==> config.mk <==
export PLATFORM = sky130hd
export DESIGN_NAME = reaction_game_ctrl
export DESIGN_NICKNAME = d
export VERILOG_FILES = /design/src/rtl/reaction_game_ctrl.sv
export SDC_FILE = /design/constraint.sdc
export NUM_CORES = 1
export LEC_CHECK = 0
export BUFFER_PORTS_ARGS = -buffer_cell sky130_fd_sc_hd__clkbuf_2
export CAP_MARGIN = 40
export CORE_AREA = 3 3 105 107
export DETAILED_ROUTE_END_ITERATION = 8
export DIE_AREA = 0 0 108 110
export GPL_TIMING_DRIVEN = 0
export HOLD_SLACK_MARGIN = 0.03
export PLACE_DENSITY = 0.63
export SLEW_MARGIN = 20
export SYNTH_ARGS = -nofsm -noshare
export SYNTH_HDL_FRONTEND = slang
export SYNTH_SLANG_ARGS = --single-unit
==> constraint.sdc <==
create_clock -name clk -period 5.24 [get_ports clk]
set_clock_uncertainty 0.05 [all_clocks]
set_input_delay 0.786 -clock clk [delete_from_list [all_inputs] [get_ports clk]]
set_output_delay 0.786 -clock clk [all_outputs]
set_load 0.02 [all_outputs]
==> src/rtl/reaction_game_ctrl.sv <==
// Reaction-time game controller: button edge detect, LFSR random wait, ms timing, result reporting.
// Define REACTION_BEST_EN to keep the lowest successful reaction time in best_ms.
module reaction_game_ctrl #(
    parameter int CLK_PER_MS   = 50000,
    parameter int MIN_DELAY_MS = 1000,
    parameter int RAND_BITS    = 11,
    parameter int TIMEOUT_MS   = 2000
) (
    input  logic        clk,
    input  logic        rst_n,
    input  logic        start,
    input  logic        react,
    output logic [2:0]  state,
    output logic [13:0] react_ms,
    output logic        result_valid,
    output logic [13:0] best_ms
);
    localparam int PW = (CLK_PER_MS > 1) ? $clog2(CLK_PER_MS) : 1;

    typedef enum logic [2:0] {
        S_IDLE    = 3'b000,
        S_WAIT    = 3'b001,
        S_GO      = 3'b011,
        S_FAIL    = 3'b010,
        S_SUCCESS = 3'b111
    } state_t;

    state_t        cur, nxt;
    logic          start_q, react_q;
    logic          start_rise, react_rise;
    logic [15:0]   lfsr;
    logic [PW-1:0] pre;
    logic          tick;
    logic [13:0]   ms_cnt, delay;
    logic          load_delay, hit;

    assign start_rise = start & ~start_q;
    assign react_rise = react & ~react_q;
    assign tick       = (pre == PW'(CLK_PER_MS - 1));
    assign state      = cur;

    always_ff @(posedge clk) begin
        if (!rst_n) cur <= S_IDLE;
        else        cur <= nxt;
    end

    // Early press beats delay expiry; a press on the timeout edge still counts as success.
    always_comb begin
        nxt        = cur;
        load_delay = 1'b0;
        hit        = 1'b0;
        case (cur)
            S_IDLE, S_FAIL, S_SUCCESS:
                if (start_rise) begin
                    nxt        = S_WAIT;
                    load_delay = 1'b1;
                end
            S_WAIT:
                if (react_rise)                              nxt = S_FAIL;
                else if (tick && ms_cnt == delay - 14'd1)    nxt = S_GO;
            S_GO:
                if (react_rise) begin
                    nxt = S_SUCCESS;
                    hit = 1'b1;
                end else if (tick && ms_cnt == 14'(TIMEOUT_MS - 1)) begin
                    nxt = S_FAIL;
                end
            default: nxt = S_IDLE;
        endcase
    end

    always_ff @(posedge clk) begin
        if (!rst_n) begin
            start_q      <= 1'b0;
            react_q      <= 1'b0;
            lfsr         <= 16'hACE1;
            pre          <= '0;
            ms_cnt       <= '0;
            delay        <= '0;
            react_ms     <= '0;
            result_valid <= 1'b0;
        end else begin
            start_q      <= start;
            react_q      <= react;
            lfsr         <= {lfsr[14:0], lfsr[15] ^ lfsr[13] ^ lfsr[12] ^ lfsr[10]};
            result_valid <= hit;
            // Timebase restarts on every state entry so WAIT/GO durations are exact.
            if (nxt != cur) begin
                pre    <= '0;
                ms_cnt <= '0;
            end else if (tick) begin
                pre    <= '0;
                ms_cnt <= ms_cnt + 14'd1;
            end else begin
                pre    <= pre + 1'b1;
            end
            if (load_delay) delay <= 14'(MIN_DELAY_MS) + 14'(lfsr[RAND_BITS-1:0]);
            if (hit)        react_ms <= ms_cnt;
        end
    end

`ifdef REACTION_BEST_EN
    always_ff @(posedge clk) begin
        if (!rst_n)                         best_ms <= 14'h3FFF;
        else if (hit && ms_cnt < best_ms)   best_ms <= ms_cnt;
    end
`else
    assign best_ms = 14'h3FFF;
`endif

    always @(posedge clk) begin
        if (!rst_n)
            assert (MIN_DELAY_MS >= 1 && TIMEOUT_MS <= 16383 &&
                    MIN_DELAY_MS + (1 << RAND_BITS) - 1 <= 16383);
    end

endmodule

==> run_results.csv, run 1 <==
group,metric,value,unit
finish,area_growth,13.2,%
timing,tightest_slew,744,ps
synth,ys_seq_area_share,40.4,%
synth,synth_edf_count,0,
detailed_routing,vias,3123,
floorplan,boundaryPins,36,
finish,drive_above_1_share,16.0,%
power,p_leak,1.57,nW
synth,yosys_register_bits,78,
synth,ys_warn_count,0,
floorplan,initial_core_util,37.8,%
clocking,clockBufferDepth,2,
power,p_per_area,275,mW/mm^2
timing,fin_ws,2240,ps
place,pre_cts_slack,2290,ps
synth,avgSynthCellArea,8.58,sq um
detailed_routing,totalWireLength,8170,um
synth,synth_top_flop_cell,"dfxtp_1",
detailed_routing,postRouteAntennaNets,0,
detailed_routing,wl_per_cell,12.8,um
synth,synth_cell_types,58,
place,port_buffers,21,
timing,fin_crit,3000,ps
clocking,clock_latency,350,ps
outcome,status,"complete, no violations",
global_routing,gr-total-overflow,0,
place,dp_hpwl,6010,um
timing,tns,0,ps
setup_path,required,5410,ps
setup_path,crit_path_end_kind,"register",
timing,slew_viol_final,0,
clocking,cts_root_buf,"clkbuf_8",
floorplan,die_width,108,um
setup_path,worstPathArrival,3170,ps
timing,min_period_over_period,57.3,%
floorplan,dieArea,0.0119,sq mm
timing,rsz0062_at_grt,"false",
floorplan,die_h,110,um
clocking,clkTransAtPathRegs,90,ps
timing,fmax,333,MHz
clocking,cts_setup_buffers,0,
floorplan,std_cell_rows,37,
global_routing,track_usage,14.2,%
global_routing,grt_max_degree,17,
setup_path,critPathKind,"reg2reg",
global_routing,grt_pass1_vias,2801,
clocking,clkSinkCount,78,
timing,hold_viol_final,0,
synth,syn-cell-area,0.00387,sq mm
clocking,cts_hold_buf,0,
run,maxCapViolations,0,
detailed_routing,drt_iter0_drc,147,
setup_path,worstPathMaxFanout,10,
clocking,cts_buffers,9,
power,vdd_drop_max,0.107,mV
finish,diodes,0,
detailed_routing,remaining_drc_errors,0,
timing,slew_headroom,50.0,%
synth,async_reset_ff_share,0,%
worst_hold_path,hp-class,"reg2reg",
floorplan,coreArea,0.0102,sq mm
global_routing,antenna_found_initial,0,
setup_path,start_kind,"register",
clocking,ctsHtreeMaxLevel,3,
clocking,cts_tree,"built",
clocking,cts_resized,0,
finish,fin_nets,504,
synth,synth_cells,451,
detailed_routing,vias_per_cell,4.90,
global_routing,grt_first_pass_wirelength,13400,um
timing,setup_violations,0,
place,gp_congestion,0.858,
detailed_routing,dr.pass1.iters,4,
## cells in the final DEF, fill, tap and decap left out, types with 9 or more instances in the layout
cell and count:
nor3_2 10, nand3_1 11, nor3_1 16, clkbuf_2 21, nand2_1 47, clkbuf_8 9
conb_1 14, nand2b_1 12, buf_4 14, and2_1 11, a21oi_1 23, clkbuf_1 24
dfxtp_1 78, nor2_1 45, xor2_1 17, inv_1 12, xnor2_1 31
## cell usage after synthesis, types with 2 or more instances
cell | number | share of area, %
dfxtp_1 | 78 | 40
nand2_1 | 47 | 4.6
nor2_1 | 45 | 4.4
xnor2_1 | 31 | 7.0
clkbuf_1 | 24 | 2.3
a21oi_1 | 23 | 3.0
xor2_1 | 17 | 3.8
nor3_1 | 16 | 2.1
buf_4 | 14 | 2.7
inv_1 | 12 | 1.2
nand2b_1 | 12 | 1.9
and2_1 | 11 | 1.8
nand3_1 | 11 | 1.4
nor3_2 | 10 | 2.6
a211oi_1 | 8 | 1.6
nor4_1 | 8 | 1.3
and3_1 | 7 | 1.1
mux2i_1 | 7 | 1.8
nand4_1 | 7 | 1.1
nor2b_1 | 5 | 0.81
o21ai_0 | 5 | 0.65
ha_1 | 4 | 1.3
nor4b_1 | 4 | 0.91
buf_2 | 3 | 0.39
o21a_1 | 3 | 0.58
a31oi_1 | 2 | 0.32
and4_1 | 2 | 0.45
buf_6 | 2 | 0.58
o22ai_1 | 2 | 0.32
or3_1 | 2 | 0.32
or4_4 | 2 | 0.58
## flip-flops by register name, indices dropped and copies added (netlist names)
signal,flops
state,3
start_q,1
result_valid,1
delay,12
ms_cnt,14
react_ms,14
lfsr,16
pre,16
react_q,1
## power breakdown
part	leakage (nW)	switching (mW)	internal, mW	total [mW]
clock	0.0907	0.245	0.183	0.429
sequential	0.636	0.0168	0.611	0.628
combinational	0.847	0.0840	0.0660	0.150
## area by class of cell
cell class	instances	area (sq um)
clock buffers	9	124
plain buffers	44	236
fillers	1045	5850
multi-input cells	330	2070
inverters	12	45.0
clock inverters	7	63.8
well taps	136	170
flip-flops and latches	78	1560
repair buffers	21	105
## worst paths after layout
kind	endpoint	cells past startpoint	slack [ps]	startpoint
max	ms_cnt[9]$_SDFFE_PP0P_	10	2240	delay[0]$_SDFFE_PN0P_
min	lfsr[15]$_SDFF_PN1_	1	370	lfsr[14]$_SDFF_PN0_
max reg2reg	ms_cnt[9]$_SDFFE_PP0P_	10	2240	delay[0]$_SDFFE_PN0P_
min reg2reg	lfsr[15]$_SDFF_PN1_	1	370	lfsr[14]$_SDFF_PN0_
## critical path, cell delays in order, from the launching register on
cell and delay [ps]:
dfxtp_1 350, inv_1 90, ha_1 190, or3b_2 440, clkbuf_1 170, or3_2 460
o21bai_1 170, a31oi_1 210, nor4_4 450, buf_6 230, nor3_2 60
## logic make-up (layout without fill, tap and decap cells)
logic type | Yosys count | count (layout) | synth area share, %
buffers and inverters | 56 | 93 | 7.28
AO/OA/AOI/OAI | 57 | 57 | 10.2
other | 1 | 14 | 0.0969
flip-flops | 78 | 78 | 40.4
multiplexers | 7 | 7 | 1.81
adder cells (fa/ha/maj) | 4 | 4 | 1.29
AND/OR/NAND/NOR | 200 | 200 | 28.1
XOR/XNOR | 48 | 48 | 10.9
## through the flow
step / power, mW / cells / utilization [%] / instance area (sq um) / hold slack (ps)
global placement: 0.787 / 621 / 41.0 / 4190 / 344
floorplan: 0.761 / 464 / - / 3920 / 336
detailed placement: 0.790 / 621 / 41.0 / 4190 / 348
finish: 1.21 / 637 / 42.8 / 4380 / 368
global route: 1.27 / 637 / 42.8 / 4380 / 386
CTS: 1.22 / 637 / 42.8 / 4380 / 375
## per-layer routing
layer  wire length [um]  vias up  global-route usage, %
met5                  0        -                      0
met4                163        0                   6.13
met3                441       18                   2.74
met2               3380       83                   21.2
met1               4180     1433                   20.0
li1                   -     1589                      -
Power figures use the tool's default switching activity.
==> run 2, diff against run 1 <==
- clock period: 5.24 -> 2.8 ns (I/O delays scaled with it)
==> run_results.csv, run 2 (same netlist as run 1, synthesis figures left out) <==
group,metric,value,unit
timing,rsz0062_at_grt,"false",
place,port_buffers,21,
run,maxCapViolations,0,
setup_path,crit_family,"simple AND/OR/NAND/NOR gates",
global_routing,grt_pass1_vias,2805,
timing,tightest_slew,747,ps
setup_path,worstPathArrival,2860,ps
finish,fin_area,0.00443,sq mm
worst_hold_path,hp-class,"in2reg",
global_routing,grt_first_pass_wirelength,13500,um
global_routing,track_usage,14.2,%
finish,multiInputGateArea,0.00209,sq mm
floorplan,coreArea,0.0102,sq mm
clocking,ctsHtreeMaxLevel,3,
place,place_inst,621,
detailed_routing,totalWireLength,8230,um
place,gp_congestion,0.858,
floorplan,initial_core_util,37.8,%
setup_path,worstPathCellList,"buf_6 -> or4_4 -> or3_4 -> a2111oi_4 -> o211ai_2 -> nor4_4 -> buf_4 -> nor3_1",
timing,hold_viol_final,0,
detailed_routing,vias_per_cell,4.91,
power,vdd_drop_max,0.201,mV
timing,fin_crit,2670,ps
setup_path,critPathKind,"reg2reg",
timing,min_period_over_period,95.5,%
clocking,cts_root_buf,"clkbuf_8",
setup_path,max_stage_delay,560,ps
finish,final_cell_mix,"dfxtp_1 (78), nand2_1 (47), nor2_1 (45)",
clocking,cts_tree,"built",
clocking,clkSinkCount,78,
finish,diodes,0,
floorplan,boundaryPins,36,
timing,whs,245,ps
outcome,status,"complete, no violations",
timing,slew_headroom,49.8,%
detailed_routing,postRouteAntennaNets,0,
timing,tns,0,ps
global_routing,antenna_found_initial,0,
detailed_routing,remaining_drc_errors,0,
setup_path,crit_path_end_kind,"register",
setup_path,start_kind,"register",
finish,final_common_cell,"dfxtp_1",
finish,fillers,1041,
place,dp_hpwl,6010,um
finish,seqCellArea,0.00156,sq mm
timing,setup_violations,0,
power,p_leak,1.60,nW
global_routing,grt_max_degree,17,
detailed_routing,vias,3139,
floorplan,die_h,110,um
power,p_per_area,512,mW/mm^2
detailed_routing,dr.pass1.iters,4,
clocking,clockBufferDepth,2,
clocking,cts_buffers,9,
finish,area_growth,14.4,%
finish,reg_top3,"lfsr x16, pre x16",
clocking,clock_latency,360,ps
timing,fmax,374,MHz
global_routing,gr-total-overflow,0,
setup_path,required,2990,ps
floorplan,die_width,108,um
floorplan,dieArea,0.0119,sq mm
finish,final_cells,639,
detailed_routing,drt_iter0_drc,142,
setup_path,worstPathMaxFanout,10,
floorplan,std_cell_rows,37,
setup_path,r2r_slack,130,ps
setup_path,worst-path-buf-inv,2,
finish,drive_above_1_share,17.5,%
timing,slew_viol_final,0,
clocking,clkTransAtPathRegs,90,ps
setup_path,critPathSlowestCell,"or4_4",
detailed_routing,wl_per_cell,12.9,um
finish,fin_nets,506,
place,placedInstanceArea,0.00419,sq mm
## run 2: through the flow
step	setup WS, ps	power, mW	util, %
finish	125	2.27	43.3
global route	4.55	2.38	43.3
CTS	10.7	2.29	42.9
detailed placement	-151	1.48	41.0
global placement	-80.6	1.47	41.0
floorplan	163	1.43	-
## run 2: what timing repair did
action / in CTS / in global routing
pin swaps: 1 / 3
cloned: 0 / 1
gates resized for setup: 1 / 10
buffers inserted: 1 / 1
endpoints found under the setup margin: 12 / 21
hold buffers: 0 / 0
## run 2: layout make-up
cell class	count	area share, %
flip-flops and latches	78	35.3
plain buffers	43	5.32
clock buffers	9	2.80
well taps	136	3.85
inverters	12	1.02
multi-input cells	330	47.3
repair buffers	24	2.97
clock inverters	7	1.44
## run 2: where the power goes
part	switching, mW	internal [mW]
clock	0.457	0.343
combinational	0.158	0.132
sequential	0.0316	1.14
## run 2: routing by layer
metal | vias to the layer above | track usage [%] | routed length (um)
met5 | - | 0 | 0
met4 | 0 | 6.13 | 166
met3 | 18 | 2.74 | 440
met2 | 94 | 21.3 | 3450
met1 | 1435 | 20.0 | 4170
li1 | 1592 | - | -
## run 2: worst paths after layout
path	from	to	cells past startpoint
setup / recovery	delay[4]$_SDFFE_PN0P_	ms_cnt[2]$_SDFFE_PP0P_	8
hold / removal	start	start_q$_SDFF_PN0_	2
setup reg to reg	delay[4]$_SDFFE_PN0P_	ms_cnt[2]$_SDFFE_PP0P_	8
hold reg to reg	lfsr[14]$_SDFF_PN0_	lfsr[15]$_SDFF_PN1_	1
## run 2: worst register-to-register path: cells and delay by family (launching register included)
kind,cells,cell delay [ps]
AND/OR/NAND/NOR,4,1400
AO/OA/AOI/OAI,2,460
buffers and inverters,2,330
flip-flops,1,320
==> run 3, diff against run 2 <==
- ABC_AREA: not set -> 1
- CORE_AREA: 3 3 105 107 -> 3 3 107 109
- DIE_AREA: 0 0 108 110 -> 0 0 110 112
- PLACE_DENSITY: 0.63 -> 0.62
==> run_results.csv, run 3 <==
group,metric,value,unit
outcome,status,"complete, no violations",
synth,synthAdderAreaFrac,1.26,%
synth,synth_cell_types,38,
detailed_routing,vias,3215,
worst_hold_path,hp-class,"in2reg",
finish,fin_area,0.00451,sq mm
finish,fillers,1106,
floorplan,coreArea,0.0107,sq mm
synth,ys_warn_count,0,
setup_path,critPathKind,"reg2reg",
synth,synth.largest_area_cell,"dfxtp_1",
global_routing,track_usage,13.4,%
finish,reg_top3,"lfsr x16, pre x16",
place,placedInstanceArea,0.00429,sq mm
timing,fmax,442,MHz
clocking,cts_root_buf,"clkbuf_8",
floorplan,std_cell_rows,38,
detailed_routing,vias_per_cell,4.42,
synth,muxShareOfSynthArea,0,%
detailed_routing,totalWireLength,7820,um
place,dp_hpwl,6100,um
power,p_leak,1.93,nW
finish,drive_above_1_share,15.3,%
clocking,ctsHtreeMaxLevel,3,
synth,avgSynthCellArea,7.36,sq um
floorplan,die_h,112,um
timing,whs,220,ps
synth,synth_top_area_share,39.4,%
synth,synth_compound_area_share,6.92,%
power,p_per_area,546,mW/mm^2
floorplan,boundaryPins,36,
place,port_buffers,21,
synth,syn-cell-area,0.00396,sq mm
setup_path,crit_path_end_kind,"register",
synth,synth_top_flop_cell,"dfxtp_1",
synth,ys_top_cells_by_area,"dfxtp_1 (39%), nand2_1 (11%), inv_1 (7.4%), nor2_1 (6.3%), xor2_1 (5.8%)",
detailed_routing,dr.pass1.iters,4,
timing,fin_crit,2260,ps
detailed_routing,remaining_drc_errors,0,
clocking,clkSinkCount,78,
finish,final_cell_mix,"nand2_1 (115), inv_1 (78), dfxtp_1 (78)",
timing,rsz0062_at_grt,"false",
clocking,cts_hold_buf,0,
synth,synth_top_family_by_area,"simple AND/OR/NAND/NOR gates",
detailed_routing,wl_per_cell,10.7,um
global_routing,grt_pass1_vias,2923,
floorplan,die_width,110,um
global_routing,grt_max_degree,14,
floorplan,initial_core_util,37.0,%
timing,tns,0,ps
timing,tightest_slew,512,ps
place,gp_congestion,0.855,
floorplan,dieArea,0.0123,sq mm
finish,final_cells,728,
clocking,clock_latency,350,ps
detailed_routing,drt_iter0_drc,69,
clocking,cts_setup_buffers,0,
synth,yosys_register_bits,78,
timing,fin_ws,536,ps
timing,setup_violations,0,
setup_path,required,2990,ps
global_routing,antenna_found_initial,0,
synth,synth_common_cells,"nand2_1 (115), dfxtp_1 (78), inv_1 (78)",
place,place_inst,712,
global_routing,gr-total-overflow,0,
synth,async_reset_ff_share,0,%
detailed_routing,postRouteAntennaNets,0,
synth,synthXorXnorAreaFrac,8.63,%
clocking,clockBufferDepth,2,
synth,synth-simple-area-share,31.9,%
global_routing,grt_first_pass_wirelength,13200,um
clocking,clkTransAtPathRegs,70,ps
finish,final_common_cell,"nand2_1",
clocking,cts_tree,"built",
timing,slew_headroom,65.8,%
clocking,cts_resized,0,
finish,fin_nets,591,
timing,slew_viol_final,0,
timing,min_period_over_period,80.9,%
place,pre_cts_slack,527,ps
finish,area_growth,14.0,%
setup_path,worstPathMaxFanout,10,
setup_path,worstPathArrival,2450,ps
power,vdd_drop_max,0.263,mV
synth,synth_most_common_cell,"nand2_1",
timing,hold_viol_final,0,
synth,synth_edf_count,0,
run,maxCapViolations,0,
clocking,cts_buffers,9,
setup_path,start_kind,"register",
synth,ys_seq_area_share,39.4,%
synth,synth_cells,538,
finish,diodes,0,
## run 3: cell count changes after synthesis, sizes merged, moves of 12 or more
cell and change:
nand2 +72, inv +68, nor2 +40, o21ai +21, xnor2 -18, nand3 +17
clkbuf -16, nor3 -15, nand2b -12
## run 3: stage by stage
| stage | util [%] | power [mW] |
|---|---|---|
| global route | 42.2 | 2.59 |
| finish | 42.2 | 2.46 |
| detailed placement | 40.1 | 1.55 |
| floorplan | - | 1.48 |
| CTS | 42.2 | 2.49 |
| global placement | 40.1 | 1.54 |
## run 3: final cells by class
cell class	count	area [sq um]	area share (%)
buffer	24	166	3.69
clock buffer	11	141	3.13
clock inverter	5	82.6	1.83
inverter	80	300	6.65
multi-input combinational	369	1980	43.9
sequential	78	1560	34.6
tap	140	175	3.88
timing repair buffer	21	105	2.33
## run 3: cells by family after synthesis
family | count (synthesis)
buffers and inverters | 104
AND/OR/NAND/NOR | 261
flip-flops | 78
AO/OA/AOI/OAI | 51
XOR/XNOR | 39
other | 1
adder cells (fa/ha/maj) | 4
## run 3: worst paths after layout
kind                                       startpoint             endpoint  slack [ps]  cells after the start
worst max-delay path            delay[0]$_SDFFE_PN0P_    pre[6]$_SDFF_PP0_         540                     16
worst min-delay path                            react   react_q$_SDFF_PN0_         220                      3
worst max register to register  delay[0]$_SDFFE_PN0P_    pre[6]$_SDFF_PP0_         540                     16
worst min register to register    lfsr[11]$_SDFF_PN1_  lfsr[12]$_SDFF_PN0_         370                      2
## run 3: critical path, stage by stage (launching register included)
cell	delay [ps]
dfxtp_1	320
inv_1	110
ha_1	220
nand2_1	140
o21ai_0	270
nand2_1	80
nand2_1	90
nand2_1	50
nor2_1	90
nand2_1	50
nor2_1	90
nand2_1	90
nand2_1	80
nand2_2	70
nand3_4	110
buf_12	190
nor2_4	30
## run 3: power by group
| group | internal, mW | total [mW] | switching (mW) |
|---|---|---|---|
| logic | 0.126 | 0.346 | 0.220 |
| clock network | 0.526 | 0.939 | 0.412 |
| registers | 1.15 | 1.18 | 0.0305 |
## run 3: metal layers
metal / global-route usage [%] / vias up / part of all wire, %
met5: 0 / - / 0
met4: 4.24 / 0 / 1.0
met3: 3.71 / 6 / 5.0
met2: 21.3 / 60 / 44
met1: 17.5 / 1421 / 50
li1: - / 1728 / -
